`config.mk`:
```
export PLATFORM = sky130hd
export DESIGN_NAME = oflow_core_fsm_fe
export DESIGN_NICKNAME = d
export VERILOG_FILES = /design/src/rtl/oflow_core_fsm_fe.sv
export SDC_FILE = /design/constraint.sdc
export NUM_CORES = 1
export LEC_CHECK = 0
export BUFFER_PORTS_ARGS = -buffer_cell sky130_fd_sc_hd__buf_4
export CAP_MARGIN = 5
export CORE_MARGIN = 2
export CORE_UTILIZATION = 35
export DETAILED_ROUTE_END_ITERATION = 10
export PLACE_DENSITY_LB_ADDON = 0.3
export RECOVER_POWER = 25
export SETUP_SLACK_MARGIN = 0.3
export SYNTH_ARGS = -nofsm -noshare
export SYNTH_HDL_FRONTEND = slang
export SYNTH_SLANG_ARGS = --single-unit
```
`constraint.sdc`:
```
create_clock -name clk -period 2.64 [get_ports clk]
set_clock_uncertainty 0.2 [all_clocks]
set_input_delay 0.132 -clock clk [delete_from_list [all_inputs] [get_ports clk]]
set_output_delay 0.132 -clock clk [all_outputs]
set_load 0.1 [all_outputs]
```
`src/rtl/oflow_core_fsm_fe.sv`:
```
// Feature-extraction sequencer for the oflow core.
// Walks the bbox sets of a frame, launches the active PEs for each set, collects
// their done flags and hands each finished set to the registration FSM. FE of
// the next set overlaps registration of the previous one; the next done_fe is
// held until the previous set has been acknowledged with done_registration.
module oflow_core_fsm_fe #(
    parameter int unsigned PE_NUM          = 24,
    parameter int unsigned SET_LEN         = 9,
    parameter int unsigned REMAIN_BBOX_LEN = 5
) (
    input  logic                       clk,
    input  logic                       reset_N,
    input  logic                       start_fe,
    input  logic [SET_LEN-1:0]         num_of_sets,
    input  logic [REMAIN_BBOX_LEN-1:0] counter_of_remain_bboxes,
    input  logic [PE_NUM-1:0]          done_fe_i,
    input  logic                       done_registration,
    output logic [PE_NUM-1:0]          start_fe_i,
    output logic                       done_fe,
    output logic [SET_LEN-1:0]         counter_set_fe,
    output logic                       busy,
    output logic                       frame_done
);

    typedef enum logic [2:0] {
        idle_st  = 3'd0,
        fe_st    = 3'd1,
        wait_st  = 3'd2,
        hold_st  = 3'd3,
        drain_st = 3'd4,
        done_st  = 3'd5
    } state_e;

    state_e               state_q, state_d;
    logic [SET_LEN-1:0]   counter_set_fe_q, counter_set_fe_d;
    logic [PE_NUM-1:0]    done_mask_q, done_mask_d;
    logic                 reg_pending_q, reg_pending_d;

    logic                 last_set;
    logic [PE_NUM-1:0]    active_mask;
    int unsigned          remain_n;

    // Only the last set may be partially populated; 0 remaining means a full set.
    always_comb begin
        last_set = (counter_set_fe_q == (num_of_sets - SET_LEN'(1)));
        remain_n = 32'(counter_of_remain_bboxes);
        if (remain_n == 0) begin
            remain_n = PE_NUM;
        end
        for (int unsigned i = 0; i < PE_NUM; i++) begin
            active_mask[i] = last_set ? (i < remain_n) : 1'b1;
        end
    end

    // State register and datapath flops.
    always_ff @(posedge clk) begin
        if (!reset_N) begin
            state_q          <= idle_st;
            counter_set_fe_q <= '0;
            done_mask_q      <= '0;
            reg_pending_q    <= 1'b0;
        end else begin
            state_q          <= state_d;
            counter_set_fe_q <= counter_set_fe_d;
            done_mask_q      <= done_mask_d;
            reg_pending_q    <= reg_pending_d;
        end
    end

    // Next-state and output decode.
    always_comb begin
        state_d          = state_q;
        counter_set_fe_d = counter_set_fe_q;
        done_mask_d      = done_mask_q;
        reg_pending_d    = reg_pending_q;
        start_fe_i       = '0;
        done_fe          = 1'b0;
        frame_done       = 1'b0;

        // Acknowledge from registration clears the pending flag; a release in
        // hold_st below overrides it so a coincident set/clear leaves it set.
        if ((state_q != idle_st) && done_registration) begin
            reg_pending_d = 1'b0;
        end

        unique case (state_q)
            idle_st: begin
                if (start_fe) begin
                    counter_set_fe_d = '0;
                    state_d          = (num_of_sets != '0) ? fe_st : done_st;
                end
            end
            fe_st: begin
                start_fe_i  = active_mask;
                done_mask_d = '0;
                state_d     = wait_st;
            end
            wait_st: begin
                done_mask_d = done_mask_q | (done_fe_i & active_mask);
                if (((done_mask_q | done_fe_i) & active_mask) == active_mask) begin
                    state_d = hold_st;
                end
            end
            hold_st: begin
                if (!reg_pending_q || done_registration) begin
                    done_fe       = 1'b1;
                    reg_pending_d = 1'b1;
                    if (last_set) begin
                        state_d = drain_st;
                    end else begin
                        counter_set_fe_d = counter_set_fe_q + SET_LEN'(1);
                        state_d          = fe_st;
                    end
                end
            end
            drain_st: begin
                if (done_registration) begin
                    reg_pending_d = 1'b0;
                    state_d       = done_st;
                end
            end
            done_st: begin
                frame_done       = 1'b1;
                counter_set_fe_d = '0;
                state_d          = idle_st;
            end
            default: begin
                state_d = idle_st;
            end
        endcase
    end

    assign busy           = (state_q != idle_st);
    assign counter_set_fe = counter_set_fe_q;

endmodule

```
## After elaboration in Yosys (flattened, before gate mapping)

Cells that the tools add are included.

| operators by class | value |
|---|---|
| add/subtract/negate cells | 2 |
| magnitude comparators | 24 |
| eq/ne operators | 12 |
| muxes and demuxes | 45 |
| bitwise gates (word level) | 4 |
| reduce and logical (&&, ||, !) cells | 11 |

Operators by type and width:

| operator | count |
|---|---|
| $lt A4 B32 Y1 const A | 8 |
| $lt A5 B32 Y1 const A | 8 |
| $lt A3 B32 Y1 const A | 4 |
| $lt A1 B32 Y1 const A | 2 |
| $lt A2 B32 Y1 const A | 2 |
| $and A24 B24 Y24 | 2 |
| $or A24 B24 Y24 | 2 |
| $pmux W24 S2 | 1 |
| $mux W1 | 30 |
| $mux W9 | 3 |
| $pmux W9 S3 | 1 |
| $eq A24 B24 Y1 | 1 |
| $mux W24 | 1 |
| $mux W3 | 6 |
| $pmux W3 S5 | 1 |
| $ne A2 B2 Y1 const B | 5 |
| $add A9 B1 Y9 const B | 1 |
| $eq A9 B9 Y1 | 1 |
| $reduce_bool A9 Y1 | 1 |
| $sub A9 B1 Y9 const B | 1 |
| $reduce_and A4 Y1 | 2 |
| $eq A3 B2 Y1 const B | 2 |
| $eq A3 B3 Y1 const B | 2 |
| $reduce_bool A3 Y1 | 2 |
| 9 further kinds | 9 |

| storage, ports and cells | value |
|---|---|
| register bits after elaboration | 37 |
| output and inout bits | 36 |
| logic and storage cells | 102 |

## Depth between registers and ports, before layout

| depth | value |
|---|---|
| depth after elaboration | 8 |
| depth in mapped cells | 12 |

## Least setup slack after synthesis

No wires, ideal clock.

| path | value |
|---|---|
| path type | register to output |
| from | register counter_set_fe_q[8], in the netlist counter_set_fe[8] |
| to | output start_fe_i[17] |
| data arrival time | 4077 ps |
| required time | 2308 ps |
| slack | -1769 ps |
| cell stages (with the launch flop) | 9 |
| buffers on the path | 1 |
| cell sequence | dfxtp_1 > xnor3_1 > and3_1 > o2111ai_1 > nand2_1 > nand3_1 > buf_2 > nand2_1 > a21oi_1 |

| on the way | value |
|---|---|
| longest elaborated chain between the ends | 3 |

RTL lines:

| what | RTL line | RTL |
|---|---|---|
| from (decl) | 35 | `logic [SET_LEN-1:0] counter_set_fe_q, counter_set_fe_d;` |
| from (signal assigned) | 64 | `counter_set_fe_q <= counter_set_fe_d;` |
| $eq A9 B9 Y1 | 45 | `last_set = (counter_set_fe_q == (num_of_sets - SET_LEN'(1)));` |
| $mux W1 | 51 | `active_mask[i] = last_set ? (i < remain_n) : 1'b1;` |
| $mux W24 | 86 | `unique case (state_q)` |
| to (decl) | 18 | `output logic [PE_NUM-1:0] start_fe_i,` |

No other way between the ends.

## Worst setup path in the final report

| path | value |
|---|---|
| from | register counter_set_fe_q[4], in the netlist counter_set_fe[4] |
| to | output start_fe_i[20] |

Same word-level chain as after synthesis.

==> results by group <==
Power
  – Worst VDD drop: approximately 0.00053 V
  – Logic pwr share: 64.2%
  – Sequential power share: 21.7%
  – Sw frac: between 50% and 60%
  – Power density cells: approximately 600 mW/mm2
  – Internal Power: 1.50 mW
  – Leak Pwr: 1.90 nW
  – Design Power: between 3 and 4 mW
  – Psw: 1.54 mW
  – Clock power frac: between 10% and 20%

Floorplanning
  – Core Region: between 0.007 and 0.008 mm2
  – Die Area: 0.00853 mm2
  – Top-level I/O count: 78
  – Initial Util: 35.7%
  – Chip Width: 92.4 um
  – Die Height: roughly 90 um
  – Row count: 32

Setup path
  – Crit path buf inv count: 3
  – CP cell instances: xor2_4 > a211oi_2 > o311ai_2 > a221oi_4 > buf_6 > buf_12 > nand4_1 > and2_4 > buf_12
  – Worst EP arrival: 2.35 ns
  – CP max FO: 7
  – Stages on the worst setup path: 9
  – Slowest CP cell: dfxtp_4
  – Most used cell, CP: buf_12
  – Critical Path Sink Type: output port
  – Worst Path Required: 2.31 ns
  – Max incr delay on CP: 0.37 ns
  – Setup CP Type: flip-flop to output port
  – FF-to-FF path depth: 11
  – Setup crit start kind: flip-flop
  – Top cell family by delay on the critical path: compound AO/OA/AOI/OAI gates

STA
  – Slew margin rel.: 22.5%
  – Setup violations, final: 15
  – Final Slew Violations: 0
  – Period utilisation layout: 102%
  – Final critical-path setup slack: -0.0451 ns
  – Minimum clock period: 2.69 ns
  – Tightest Pin Transition: between 1 and 1.5 ns
  – Final Hold Fails: 1
  – Hold WS: -0.00381 ns
  – Max frequency: around 0.37 GHz
  – Unrepaired setup endpoints after global routing: yes

Routing
  – ANT nets after route: 0
  – Vias: 3400
  – DR WL met2: between 5000 and 6000 um
  – Post-Route WL: 10300 um
  – Top sig layer: met4
  – First-pass iteration count of the detailed router: 5
  – DRT iter0 DRCs: 214
  – Metal-1 WL: around 4400 um
  – Post-DR wirelength/cell: 16.8 um
  – Metal3 WL: 615 um
  – Drt drc: 0
  – Vias per cell: between 5 and 6

Yosys
  – Seq cells post-synth: 37
  – Seq/Total Area, Yosys: 27.1%
  – Synth unique cells: 60
  – Top post-synthesis cells by area: dfxtp_1 (27%), nor2_1 (7.0%), a21oi_1 (4.6%)
  – Most frequent cell after synthesis: nor2_1
  – Netlist Area Pre-Place: 0.00273 mm2
  – EDFF count, synth: 0
  – Synth top cells by count: nor2_1 (51), dfxtp_1 (37), nand2_1 (30)
  – Main flop type after synthesis: dfxtp_1
  – Post-Synthesis Cells: 362
  – Ys async rst share: 0%
  – Synth top area share: a little over a quarter
  – Yosys top cell by area: dfxtp_1
  – Synth Net Count: slightly above 400
  – Avg Inst Size Synth: 7.55 um2
  – Warnings, synthesis: 0

Placed design
  – RePlAce Congestion: 0.880
  – Placed insts: 553
  – Post-DP HPWL: 6800 um
  – Input/output buffers: 77
  – Setup slack at placement: -0.170 ns

Status
  – Failing checks: negative hold slack, negative setup slack
  – Status: finished, violations left

Clock network
  – Root Buffer: clkbuf_8
  – CTS tree: yes
  – CTS Buffer Depth: 2
  – Worst skew pair latency: 0.30 ns
  – Clock-pin slew on the worst setup and hold paths: 0.08 ns
  – Clock sink count: 37
  – H-tree level count: 2
  – CTS buffer count: 5

Cells and area
  – Layout cells sized above 1: 43.2%
  – # fillers: 613
  – Ant. Diodes: 0
  – Multi-input logic area: between 0.002 and 0.0025 mm2
  – Non-filler instance count after layout: 611
  – Area Growth Syn to Fin: 81.6%
  – Register Area: approximately 770 um2
  – Fin nets: 552

Global routing
  – Initial antenna violation count: 0
  – Vias in the first global route: 3220
  – Tot GR Track Use: 22.9%
  – First-pass GRT wire length: between 15000 and 20000 um
  – Largest net degree at the start of global routing: 26
  – Grt total ovfl: 0

Run
  – Total of max-cap violations: 0

Hold path
  – Hold path depth: 2
  – Hold Path Class: input pin to flip-flop
-- kinds of logic after synthesis --
group / synth area share (%)
buffers and inverters: 5.95
flip-flops: 27.1
AO/OA/AOI/OAI: 30.4
XOR/XNOR: 6.77
adder cells (fa/ha/maj): 1.28
AND/OR/NAND/NOR: 28.5
-- metrics by stage --
stage                     util [%]  hold slack (ns)  instance area [um2]  setup TNS, ns
after floorplan                  -           0.0813                 3100         -0.625
after global placement        51.2            0.188                 3920          -1.35
after detailed placement      51.2            0.195                 3920          -3.08
after CTS                     61.4         0.000648                 4690       -0.00710
after global routing          64.9           0.0118                 4960          -1.97
final                         64.9         -0.00381                 4960         -0.273
-- sequential cells by signal, indices dropped and copies added (netlist names) --
signal and count:
counter_set_fe 9, done_mask_q 24, reg_pending_q 1, state_q 3
-- power by group through the flow --
| stage | Sequential [mW] | Clock, mW | Combinational [mW] |
|---|---|---|---|
| floorplan | 0.675 | 0 | 1.25 |
| finish | 0.658 | 0.430 | 1.95 |
| detailed placement | 0.668 | 0 | 1.59 |
| CTS | 0.655 | 0.436 | 1.84 |
| global route | 0.664 | 0.464 | 2.02 |
| global placement | 0.664 | 0 | 1.58 |
-- per-layer routing --
layer	track usage [%]	up-vias
li1	-	1623
met1	30.3	1623
met2	39.7	142
met3	3.58	12
met4	4.23	0
met5	0	-
-- timing repair --
| action | 4_1_cts | 5_1_grt |
|---|---|---|
| hold endpoints to repair | 23 | 0 |
| endpoints found under the setup margin | 55 | 54 |
| pin swaps | 12 | 20 |
| buffers inserted | 17 | 9 |
| hold buffers | 23 | 0 |
| gates cloned | 0 | 1 |
| resized for setup | 75 | 51 |
-- cell usage in the layout (no fill, tap or decap), types with 3 or more instances in the layout --
cell,count
a21oi_4,15
a32o_1,3
nand2_2,5
buf_12,22
a21boi_0,4
o21ai_0,17
dfxtp_1,26
buf_8,6
o22ai_1,3
nor2_4,6
a211oi_2,3
buf_6,16
nand2_1,23
xnor2_1,4
inv_1,5
and2_4,5
a32oi_1,8
nand3_1,3
nand4_1,6
dfxtp_2,3
and2_1,6
nand2b_1,5
nor2_1,45
a22oi_1,5
dlygate4sd3_1,23
xor2_1,9
nor3_1,9
a21oi_1,8
o211ai_1,5
dfxtp_4,8
nor2b_1,12
a31oi_1,8
a311oi_1,5
buf_4,88
clkbuf_1,10
o21a_1,3
and3_1,6
o2111ai_1,5
clkbuf_8,6
-- cell type report --
| type | instances | area share, % |
|---|---|---|
| Timing Repair Buffer | 164 | 33.4 |
| Tap cell | 102 | 2.57 |
| Multi-Input combinational cell | 292 | 45.9 |
| Sequential cell | 37 | 15.6 |
| Clock buffer | 8 | 1.81 |
| Inverter | 8 | 0.756 |
-- final timing paths --
kind / to / slack, ns / startpoint
max: start_fe_i[20] / -0.05 / counter_set_fe[4]$_SDFFE_PN0P_
min: state_q[2]$_SDFFE_PN0P_ / -0.004 / reset_N
max reg2reg: done_mask_q[20]$_SDFFE_PN0P_ / 0 / counter_set_fe[4]$_SDFFE_PN0P_
min reg2reg: done_mask_q[12]$_SDFFE_PN0P_ / 0.27 / done_mask_q[12]$_SDFFE_PN0P_
Note: power is estimated with default switching activity, not from simulation.
